[src/rtl/decode_pkg.sv]
// Shared definitions for the MIPS-subset decode stage: opcode/funct codes,
// ALU operation encoding, the control word and small decode helpers.
package decode_pkg;

  localparam int ALUOP_WIDTH = 4;
  localparam logic [4:0] REG_LINK = 5'd31;

  // Primary opcodes
  localparam logic [5:0] OP_RTYPE = 6'h00;
  localparam logic [5:0] OP_J     = 6'h02;
  localparam logic [5:0] OP_JAL   = 6'h03;
  localparam logic [5:0] OP_BEQ   = 6'h04;
  localparam logic [5:0] OP_BNE   = 6'h05;
  localparam logic [5:0] OP_ADDI  = 6'h08;
  localparam logic [5:0] OP_ANDI  = 6'h0C;
  localparam logic [5:0] OP_ORI   = 6'h0D;
  localparam logic [5:0] OP_LW    = 6'h23;
  localparam logic [5:0] OP_SW    = 6'h2B;

  // R-type function codes
  localparam logic [5:0] FN_ADD  = 6'h20;
  localparam logic [5:0] FN_ADDU = 6'h21;
  localparam logic [5:0] FN_SUB  = 6'h22;
  localparam logic [5:0] FN_AND  = 6'h24;
  localparam logic [5:0] FN_OR   = 6'h25;
  localparam logic [5:0] FN_SLT  = 6'h2A;

  typedef enum logic [ALUOP_WIDTH-1:0] {
    ALU_ADD = 4'd0,
    ALU_SUB = 4'd1,
    ALU_AND = 4'd2,
    ALU_OR  = 4'd3,
    ALU_SLT = 4'd4
  } aluop_e;

  typedef struct packed {
    aluop_e aluop;
    logic   regwrite;
    logic   memread;
    logic   memwrite;
    logic   immsel;
    logic   branch;
    logic   bne;
    logic   jump;
    logic   link;
    logic   illegal;
  } ctrl_t;

  // Instructions that read rt as a source operand (matters for load-use hazards)
  function automatic logic uses_rt(input logic [5:0] op);
    return (op == OP_RTYPE) || (op == OP_SW) || (op == OP_BEQ) || (op == OP_BNE);
  endfunction

endpackage

[src/rtl/decode_if.sv]
// Handshake and bus bundle between fetch, decode and execute.
// The master side is the decode stage itself; the slave side is its environment.
interface decode_if #(
  parameter int DATA_W  = 32,
  parameter int REG_AW  = 5,
  parameter int ALUOP_W = 4
);

  logic               in_valid;
  logic               in_ready;
  logic [31:0]        in_instr;
  logic [DATA_W-1:0]  in_pc;
  logic               flush;

  logic               out_valid;
  logic               out_ready;
  logic [DATA_W-1:0]  out_pc;
  logic [REG_AW-1:0]  out_rs;
  logic [REG_AW-1:0]  out_rt;
  logic [REG_AW-1:0]  out_rd;
  logic [REG_AW-1:0]  out_dst;
  logic [4:0]         out_shamt;
  logic [DATA_W-1:0]  out_imm_ext;
  logic [25:0]        out_adr;
  logic [ALUOP_W-1:0] out_aluop;
  logic               out_regwrite;
  logic               out_memread;
  logic               out_memwrite;
  logic               out_immsel;
  logic               out_branch;
  logic               out_bne;
  logic               out_jump;
  logic               out_link;
  logic               out_illegal;

  modport master (
    input  in_valid, in_instr, in_pc, flush, out_ready,
    output in_ready, out_valid, out_pc, out_rs, out_rt, out_rd, out_dst,
           out_shamt, out_imm_ext, out_adr, out_aluop, out_regwrite,
           out_memread, out_memwrite, out_immsel, out_branch, out_bne,
           out_jump, out_link, out_illegal
  );

  modport slave (
    output in_valid, in_instr, in_pc, flush, out_ready,
    input  in_ready, out_valid, out_pc, out_rs, out_rt, out_rd, out_dst,
           out_shamt, out_imm_ext, out_adr, out_aluop, out_regwrite,
           out_memread, out_memwrite, out_immsel, out_branch, out_bne,
           out_jump, out_link, out_illegal
  );

endinterface

[src/rtl/decode_ctrl.sv]
// Purely combinational decoder: opcode/funct to control word, immediate
// extension and write-back register selection.
module decode_ctrl
  import decode_pkg::*;
#(
  parameter int DATA_W = 32
) (
  input  logic [5:0]        opcode,
  input  logic [5:0]        funct,
  input  logic [4:0]        rt,
  input  logic [4:0]        rd,
  input  logic [15:0]       imm,
  output ctrl_t             ctrl,
  output logic [DATA_W-1:0] imm_ext,
  output logic [4:0]        dst
);

  // Control word; unknown opcodes and functs leave only the illegal flag set
  always_comb begin
    ctrl       = '0;
    ctrl.aluop = ALU_ADD;
    case (opcode)
      OP_RTYPE: begin
        case (funct)
          FN_ADD, FN_ADDU: begin ctrl.regwrite = 1'b1; ctrl.aluop = ALU_ADD; end
          FN_SUB:          begin ctrl.regwrite = 1'b1; ctrl.aluop = ALU_SUB; end
          FN_AND:          begin ctrl.regwrite = 1'b1; ctrl.aluop = ALU_AND; end
          FN_OR:           begin ctrl.regwrite = 1'b1; ctrl.aluop = ALU_OR;  end
          FN_SLT:          begin ctrl.regwrite = 1'b1; ctrl.aluop = ALU_SLT; end
          default:         ctrl.illegal = 1'b1;
        endcase
      end
      OP_ADDI: begin ctrl.regwrite = 1'b1; ctrl.immsel = 1'b1; ctrl.aluop = ALU_ADD; end
      OP_ANDI: begin ctrl.regwrite = 1'b1; ctrl.immsel = 1'b1; ctrl.aluop = ALU_AND; end
      OP_ORI:  begin ctrl.regwrite = 1'b1; ctrl.immsel = 1'b1; ctrl.aluop = ALU_OR;  end
      OP_LW: begin
        ctrl.regwrite = 1'b1;
        ctrl.memread  = 1'b1;
        ctrl.immsel   = 1'b1;
      end
      OP_SW: begin ctrl.memwrite = 1'b1; ctrl.immsel = 1'b1; end
      OP_BEQ: begin ctrl.branch = 1'b1; ctrl.aluop = ALU_SUB; end
      OP_BNE: begin ctrl.branch = 1'b1; ctrl.bne = 1'b1; ctrl.aluop = ALU_SUB; end
      OP_J:   ctrl.jump = 1'b1;
      OP_JAL: begin ctrl.jump = 1'b1; ctrl.regwrite = 1'b1; ctrl.link = 1'b1; end
      default: ctrl.illegal = 1'b1;
    endcase
  end

  // Logical immediates zero-extend, everything else sign-extends bit 15
  always_comb begin
    if ((opcode == OP_ANDI) || (opcode == OP_ORI))
      imm_ext = {{(DATA_W-16){1'b0}}, imm};
    else
      imm_ext = {{(DATA_W-16){imm[15]}}, imm};
  end

  // Write-back target: rd for R-type, the link register for jal, rt otherwise
  always_comb begin
    if (opcode == OP_RTYPE)
      dst = rd;
    else if (opcode == OP_JAL)
      dst = REG_LINK;
    else
      dst = rt;
  end

endmodule

[src/rtl/decode_stage.sv]
// Decode stage with ID/EX pipeline register, load-use bubble insertion,
// redirect flush and a saturating count of inserted bubbles.
module decode_stage
  import decode_pkg::*;
#(
  parameter int DATA_W   = 32,
  parameter int REG_AW   = 5,
  parameter int ALUOP_W  = 4,
  parameter int STALL_CW = 16
) (
  input  logic                clk,
  input  logic                rst,
  decode_if.master            bus,
  output logic [STALL_CW-1:0] stall_cnt
);

  localparam logic [STALL_CW-1:0] STALL_MAX = '1;

  logic [5:0]        in_op;
  logic [4:0]        in_rs;
  logic [4:0]        in_rt;
  logic [4:0]        in_rd;
  logic [4:0]        in_shamt;
  logic [5:0]        in_funct;
  logic [15:0]       in_imm;
  logic [25:0]       in_adr;

  ctrl_t             dec_ctrl;
  logic [DATA_W-1:0] dec_imm;
  logic [4:0]        dec_dst;

  logic              valid_q;
  logic [DATA_W-1:0] pc_q;
  logic [REG_AW-1:0] rs_q;
  logic [REG_AW-1:0] rt_q;
  logic [REG_AW-1:0] rd_q;
  logic [REG_AW-1:0] dst_q;
  logic [4:0]        shamt_q;
  logic [DATA_W-1:0] imm_q;
  logic [25:0]       adr_q;
  ctrl_t             ctrl_q;

  logic              hazard;
  logic              in_ready_int;
  logic              accept;

  assign in_op    = bus.in_instr[31:26];
  assign in_rs    = bus.in_instr[25:21];
  assign in_rt    = bus.in_instr[20:16];
  assign in_rd    = bus.in_instr[15:11];
  assign in_shamt = bus.in_instr[10:6];
  assign in_funct = bus.in_instr[5:0];
  assign in_imm   = bus.in_instr[15:0];
  assign in_adr   = bus.in_instr[25:0];

  decode_ctrl #(.DATA_W(DATA_W)) u_ctrl (
    .opcode  (in_op),
    .funct   (in_funct),
    .rt      (in_rt),
    .rd      (in_rd),
    .imm     (in_imm),
    .ctrl    (dec_ctrl),
    .imm_ext (dec_imm),
    .dst     (dec_dst)
  );

  // A load sitting in ID/EX whose rt feeds the incoming instruction must bubble
  assign hazard = valid_q & ctrl_q.memread & (rt_q != '0) &
                  ((rt_q == REG_AW'(in_rs)) |
                   (uses_rt(in_op) & (rt_q == REG_AW'(in_rt))));

  assign in_ready_int = (~valid_q | bus.out_ready) & ~hazard & ~bus.flush & ~rst;
  assign accept       = bus.in_valid & in_ready_int;
  assign bus.in_ready = in_ready_int;

  // ID/EX register: flush kills, accept loads, consumption drains, else hold
  always_ff @(posedge clk) begin
    if (rst) begin
      valid_q   <= 1'b0;
      pc_q      <= '0;
      rs_q      <= '0;
      rt_q      <= '0;
      rd_q      <= '0;
      dst_q     <= '0;
      shamt_q   <= '0;
      imm_q     <= '0;
      adr_q     <= '0;
      ctrl_q    <= '0;
      stall_cnt <= '0;
    end else begin
      if (bus.flush) begin
        valid_q <= 1'b0;
      end else if (accept) begin
        valid_q <= 1'b1;
        pc_q    <= bus.in_pc;
        rs_q    <= REG_AW'(in_rs);
        rt_q    <= REG_AW'(in_rt);
        rd_q    <= REG_AW'(in_rd);
        dst_q   <= REG_AW'(dec_dst);
        shamt_q <= in_shamt;
        imm_q   <= dec_imm;
        adr_q   <= in_adr;
        ctrl_q  <= dec_ctrl;
      end else if (bus.out_ready) begin
        valid_q <= 1'b0;
      end
      if (hazard & bus.out_ready & ~bus.flush & (stall_cnt != STALL_MAX))
        stall_cnt <= stall_cnt + 1'b1;
    end
  end

  assign bus.out_valid    = valid_q;
  assign bus.out_pc       = pc_q;
  assign bus.out_rs       = rs_q;
  assign bus.out_rt       = rt_q;
  assign bus.out_rd       = rd_q;
  assign bus.out_dst      = dst_q;
  assign bus.out_shamt    = shamt_q;
  assign bus.out_imm_ext  = imm_q;
  assign bus.out_adr      = adr_q;
  assign bus.out_aluop    = ALUOP_W'(ctrl_q.aluop);
  assign bus.out_regwrite = ctrl_q.regwrite;
  assign bus.out_memread  = ctrl_q.memread;
  assign bus.out_memwrite = ctrl_q.memwrite;
  assign bus.out_immsel   = ctrl_q.immsel;
  assign bus.out_branch   = ctrl_q.branch;
  assign bus.out_bne      = ctrl_q.bne;
  assign bus.out_jump     = ctrl_q.jump;
  assign bus.out_link     = ctrl_q.link;
  assign bus.out_illegal  = ctrl_q.illegal;

endmodule
[src/flat_wrapper.sv]
// flat-port wrapper written by rule: the top's interface ports become plain ports
module decode_stage_flat import decode_pkg::*;
#(
  parameter int DATA_W   = 32,
  parameter int REG_AW   = 5,
  parameter int ALUOP_W  = 4,
  parameter int STALL_CW = 16
)
  (clk, rst, stall_cnt, bus_in_valid, bus_in_instr, bus_in_pc, bus_flush, bus_out_ready, bus_in_ready, bus_out_valid, bus_out_pc, bus_out_rs, bus_out_rt, bus_out_rd, bus_out_dst, bus_out_shamt, bus_out_imm_ext, bus_out_adr, bus_out_aluop, bus_out_regwrite, bus_out_memread, bus_out_memwrite, bus_out_immsel, bus_out_branch, bus_out_bne, bus_out_jump, bus_out_link, bus_out_illegal);
  decode_if #(.DATA_W(DATA_W), .REG_AW(REG_AW), .ALUOP_W(ALUOP_W)) bus_i ();
  input  logic clk;
  input  logic rst;
  output logic [STALL_CW-1:0] stall_cnt;
  input wire logic [$bits(bus_i.in_valid)-1:0] bus_in_valid;
  input wire logic [$bits(bus_i.in_instr)-1:0] bus_in_instr;
  input wire logic [$bits(bus_i.in_pc)-1:0] bus_in_pc;
  input wire logic [$bits(bus_i.flush)-1:0] bus_flush;
  input wire logic [$bits(bus_i.out_ready)-1:0] bus_out_ready;
  output wire logic [$bits(bus_i.in_ready)-1:0] bus_in_ready;
  output wire logic [$bits(bus_i.out_valid)-1:0] bus_out_valid;
  output wire logic [$bits(bus_i.out_pc)-1:0] bus_out_pc;
  output wire logic [$bits(bus_i.out_rs)-1:0] bus_out_rs;
  output wire logic [$bits(bus_i.out_rt)-1:0] bus_out_rt;
  output wire logic [$bits(bus_i.out_rd)-1:0] bus_out_rd;
  output wire logic [$bits(bus_i.out_dst)-1:0] bus_out_dst;
  output wire logic [$bits(bus_i.out_shamt)-1:0] bus_out_shamt;
  output wire logic [$bits(bus_i.out_imm_ext)-1:0] bus_out_imm_ext;
  output wire logic [$bits(bus_i.out_adr)-1:0] bus_out_adr;
  output wire logic [$bits(bus_i.out_aluop)-1:0] bus_out_aluop;
  output wire logic [$bits(bus_i.out_regwrite)-1:0] bus_out_regwrite;
  output wire logic [$bits(bus_i.out_memread)-1:0] bus_out_memread;
  output wire logic [$bits(bus_i.out_memwrite)-1:0] bus_out_memwrite;
  output wire logic [$bits(bus_i.out_immsel)-1:0] bus_out_immsel;
  output wire logic [$bits(bus_i.out_branch)-1:0] bus_out_branch;
  output wire logic [$bits(bus_i.out_bne)-1:0] bus_out_bne;
  output wire logic [$bits(bus_i.out_jump)-1:0] bus_out_jump;
  output wire logic [$bits(bus_i.out_link)-1:0] bus_out_link;
  output wire logic [$bits(bus_i.out_illegal)-1:0] bus_out_illegal;
  assign bus_i.in_valid = bus_in_valid;
  assign bus_i.in_instr = bus_in_instr;
  assign bus_i.in_pc = bus_in_pc;
  assign bus_i.flush = bus_flush;
  assign bus_i.out_ready = bus_out_ready;
  assign bus_in_ready = bus_i.in_ready;
  assign bus_out_valid = bus_i.out_valid;
  assign bus_out_pc = bus_i.out_pc;
  assign bus_out_rs = bus_i.out_rs;
  assign bus_out_rt = bus_i.out_rt;
  assign bus_out_rd = bus_i.out_rd;
  assign bus_out_dst = bus_i.out_dst;
  assign bus_out_shamt = bus_i.out_shamt;
  assign bus_out_imm_ext = bus_i.out_imm_ext;
  assign bus_out_adr = bus_i.out_adr;
  assign bus_out_aluop = bus_i.out_aluop;
  assign bus_out_regwrite = bus_i.out_regwrite;
  assign bus_out_memread = bus_i.out_memread;
  assign bus_out_memwrite = bus_i.out_memwrite;
  assign bus_out_immsel = bus_i.out_immsel;
  assign bus_out_branch = bus_i.out_branch;
  assign bus_out_bne = bus_i.out_bne;
  assign bus_out_jump = bus_i.out_jump;
  assign bus_out_link = bus_i.out_link;
  assign bus_out_illegal = bus_i.out_illegal;
  decode_stage #(.DATA_W(DATA_W), .REG_AW(REG_AW), .ALUOP_W(ALUOP_W), .STALL_CW(STALL_CW)) u_core (.clk(clk), .rst(rst), .bus(bus_i), .stall_cnt(stall_cnt));
endmodule
[config.mk]
export PLATFORM = sky130hd
export DESIGN_NAME = decode_stage_flat
export DESIGN_NICKNAME = d
export VERILOG_FILES = /design/src/rtl/decode_pkg.sv /design/src/rtl/decode_if.sv /design/src/rtl/decode_ctrl.sv /design/src/rtl/decode_stage.sv /design/src/flat_wrapper.sv
export SDC_FILE = /design/constraint.sdc
export NUM_CORES = 1
export LEC_CHECK = 0
export ABC_CLOCK_PERIOD_IN_PS = 4300
export CORE_MARGIN = 1
export CORE_UTILIZATION = 30
export DETAILED_ROUTE_END_ITERATION = 8
export PLACE_DENSITY = 0.59
export SLEW_MARGIN = 25
export SYNTH_ARGS = -nofsm -noshare
export SYNTH_HDL_FRONTEND = slang
export SYNTH_SLANG_ARGS = --single-unit
export TNS_END_PERCENT = 30
[constraint.sdc]
create_clock -name clk -period 4.3 [get_ports clk]
set_clock_uncertainty 0.2 [all_clocks]
set_input_delay 0.86 -clock clk [delete_from_list [all_inputs] [get_ports clk]]
set_output_delay 0.86 -clock clk [all_outputs]
set_load 0.01 [all_outputs]
==> impl_metrics.env <==
export IMPL_ys_types=58
export IMPL_finalCritPeriodShare_pct=92.97
export IMPL_hold_violations=0
export IMPL_viasPerCell=4.717
export IMPL_dp_slack_ns=0.2918
export IMPL_power_density_mw_per_mm2=292.2
export IMPL_drt_drc_violations_left=0
export IMPL_grt_ovfl_total=0
export IMPL_syn_nets=544
export IMPL_worstSkewPairLatency_ns=0.34
export IMPL_tritoncts="built"
export IMPL_final_setup_viol_count=0
export IMPL_drive_gt1_share_pct=6.593
export IMPL_floorplan_initialDensity_pct=30.79
export IMPL_p_leak_nw=2.265
export IMPL_syn_to_final_growth_pct=48.80
export IMPL_hpwl_um=8890
export IMPL_cts_htree_levels=3
export IMPL_cp_max_fo=3
export IMPL_antenna_found_initial=1
export IMPL_fin_setup_tns_ns=0
export IMPL_max_clock_path_buffers=2
export IMPL_ctsHoldBuffers=0
export IMPL_synthArstFlopShare_pct=0
export IMPL_critPathArrivalTime_ns=2.94
export IMPL_yosys_warnings=0
export IMPL_grt_pass1_vias=3754
export IMPL_layout_area_seq_mm2=0.001862
export IMPL_antenna_left=0
export IMPL_globalplace_congestion=0.7504
export IMPL_cts_setup_buffers=0
export IMPL_multiInputGateArea_mm2=0.002061
export IMPL_core_mm2=0.01459
export IMPL_first_pass_iters=4
export IMPL_netlist_area_mm2=0.004492
export IMPL_holdWs_ns=0.2716
export IMPL_routedWlPerCell_um=14.68
export IMPL_grt_max_degree=98
export IMPL_drt_total_wl_um=12060
export IMPL_ys_seq_area_share_pct=41.45
export IMPL_nFillCells=1384
export IMPL_num_antenna_cells=0
export IMPL_tightest_slew_ns=0.6045
export IMPL_fp_dieW_um=124.4
export IMPL_timing_worst_setup_path_type="input pin to output pin"
export IMPL_synth_edff_count=0
export IMPL_grt_total_usage_pct=15.64
export IMPL_required_ns=3.24
export IMPL_critPathCaptureType="output pin"
export IMPL_status="finished clean"
export IMPL_relSlewSlack_pct=59.70
export IMPL_port_buffers=213
export IMPL_synth_area_leaders="dfxtp_1, mux2i_1, buf_4"
export IMPL_rsz0062_at_grt="false"
export IMPL_drv_slew=0
export IMPL_vias=3873
export IMPL_synth_seq_cells=93
export IMPL_yosysTopAreaCell="dfxtp_1"
export IMPL_hp_class="flop to flop"
export IMPL_worst_slack_ns=0.3024
export IMPL_ir_drop_uv=157.4
export IMPL_cts_resized_gates=0
export IMPL_core_rowCount=44
export IMPL_synth_cells=474
export IMPL_nets=703
export IMPL_yosys_area_top_type_share_pct=41.45
export IMPL_syn_avg_cell_area_um2=9.476
export IMPL_maxCapViolations=0
export IMPL_startpoint_type="input pin"
export IMPL_synthFlopType="dfxtp_1"
export IMPL_drt_iter0_drc=166
export IMPL_cts_root_buf="clkbuf_16"
export IMPL_finalCriticalPeriod_ns=3.998
export IMPL_max_freq_ghz=0.2502
export IMPL_clkSlewWorstSetupHoldPaths_ns=0.06
export IMPL_grt_pass1_wl_um=19580
export IMPL_pin_count=215
export IMPL_clock_sinks=93
export IMPL_numCtsBuffers=9
export IMPL_die_area_mm2=0.01547
export IMPL_chipHeight_um=124.4
layout by cell type, fill, tap and decap left out, drive strengths merged, types with 3 or more instances in the layout:
cell type and count:
nand2 10, o21ai 8, inv 3, nor3b 4, o31ai 4, nor3 7
nor2b 6, a211oi 4, xnor2 11, clkdlybuf4s50 212, mux2i 63, and4 3
dfxtp 93, a21oi 25, mux2 3, or4 6, or3 6, nand3 11
nor2 79, clkbuf 11, or4b 3, nand2b 14, buf 11, and3 5
nand4 3, o221ai 5
Yosys cell counts, drive strengths merged (2+ instances only):
master and instances:
mux2 3, o41ai 2, nand4 3, nor3 7, dfxtp 93, nor2 79
and3 5, nand3b 2, nor3b 4, nand3 11, or4b 3, nor2b 6
o21ai 8, nand2b 14, clkbuf 9, a21oi 25, a211oi 4, buf 65
mux2i 63, o211ai 2, and4 3, or3 6, nor4 2, or4 6
nand2 10, o221ai 5, xnor2 11, inv 3, o31ai 4
metrics by stage:
stage / power (W) / utilization (%) / std cells / area, um2
6_report: 0.001953 / 45.81 / 821 / 6684
5_1_grt: 0.002052 / 45.81 / 821 / 6684
4_1_cts: 0.001988 / 45.63 / 820 / 6656
3_5_place_dp: 0.001198 / 43.69 / 805 / 6374
3_3_place_gp: 0.001194 / 43.69 / 805 / 6374
2_1_floorplan: 0.001054 / - / 474 / 4492
per-layer routing:
layer / GRT usage [%] / vias up / share of wire [%]
met4: 5.386 / 2 / 1.3
met5: 0 / - / 0.11
met1: 19.13 / 1806 / 44
met3: 4.639 / 12 / 6.3
li1: - / 1912 / -
met2: 25.97 / 141 / 49
power by group:
group	total (W)	internal, W	switching, W
sequential	0.000903	0.000885	0.0000184
combinational	0.000276	0.000165	0.000111
clock	0.000774	0.000447	0.000328
cell type report:
type | instances | share of cell area, %
Timing Repair Buffer | 223 | 33.47
Tap cell | 184 | 3.444
Inverter | 3 | 0.1685
Clock buffer | 11 | 3.482
Clock inverter | 4 | 0.7488
Sequential cell | 93 | 27.85
Multi-Input combinational cell | 303 | 30.83
flip-flops by register name (all words and copies together) (netlist names), 3 cells and up:
| name | cells |
|---|---|
| u_core.bus.out_aluop | 3 |
| u_core.stall_cnt | 16 |
| u_core.bus.out_pc | 32 |
| u_core.bus.out_dst | 5 |
| u_core.bus.out_adr | 25 |
final timing paths:
check | from | endpoint | slack (ns) | cells past startpoint
hold / removal | u_core.bus.out_bne | u_core.bus.out_bne | 0.27 | 2
setup / recovery | bus_in_instr[20] | bus_in_ready | 0.30 | 6
setup reg to reg | u_core.bus.out_adr[17] | u_core.bus.out_pc[7] | 1.32 | 7
hold reg to reg | u_core.bus.out_bne | u_core.bus.out_bne | 0.27 | 2
cells by family (layout without fill, tap and decap cells):
group | after synthesis | in the layout | synth area share (%)
multiplexers | 66 | 66 | 14.79
XOR/XNOR | 11 | 11 | 2.145
buffers and inverters | 78 | 241 | 12.87
flip-flops | 93 | 93 | 41.45
adder cells (fa/ha/maj) | 1 | 1 | 0.2785
other | 1 | 1 | 0.08349
AND/OR/NAND/NOR | 166 | 166 | 19.55
AO/OA/AOI/OAI | 58 | 58 | 8.831
critical path: stages:
cell and delay [ns]:
clkdlybuf4s50_1 0.53, xnor2_1 0.14, nand4_1 0.18, or4_1 0.58, o211a_1 0.17, clkdlybuf4s50_1 0.48
Note: power is estimated with default switching activity, not from simulation.
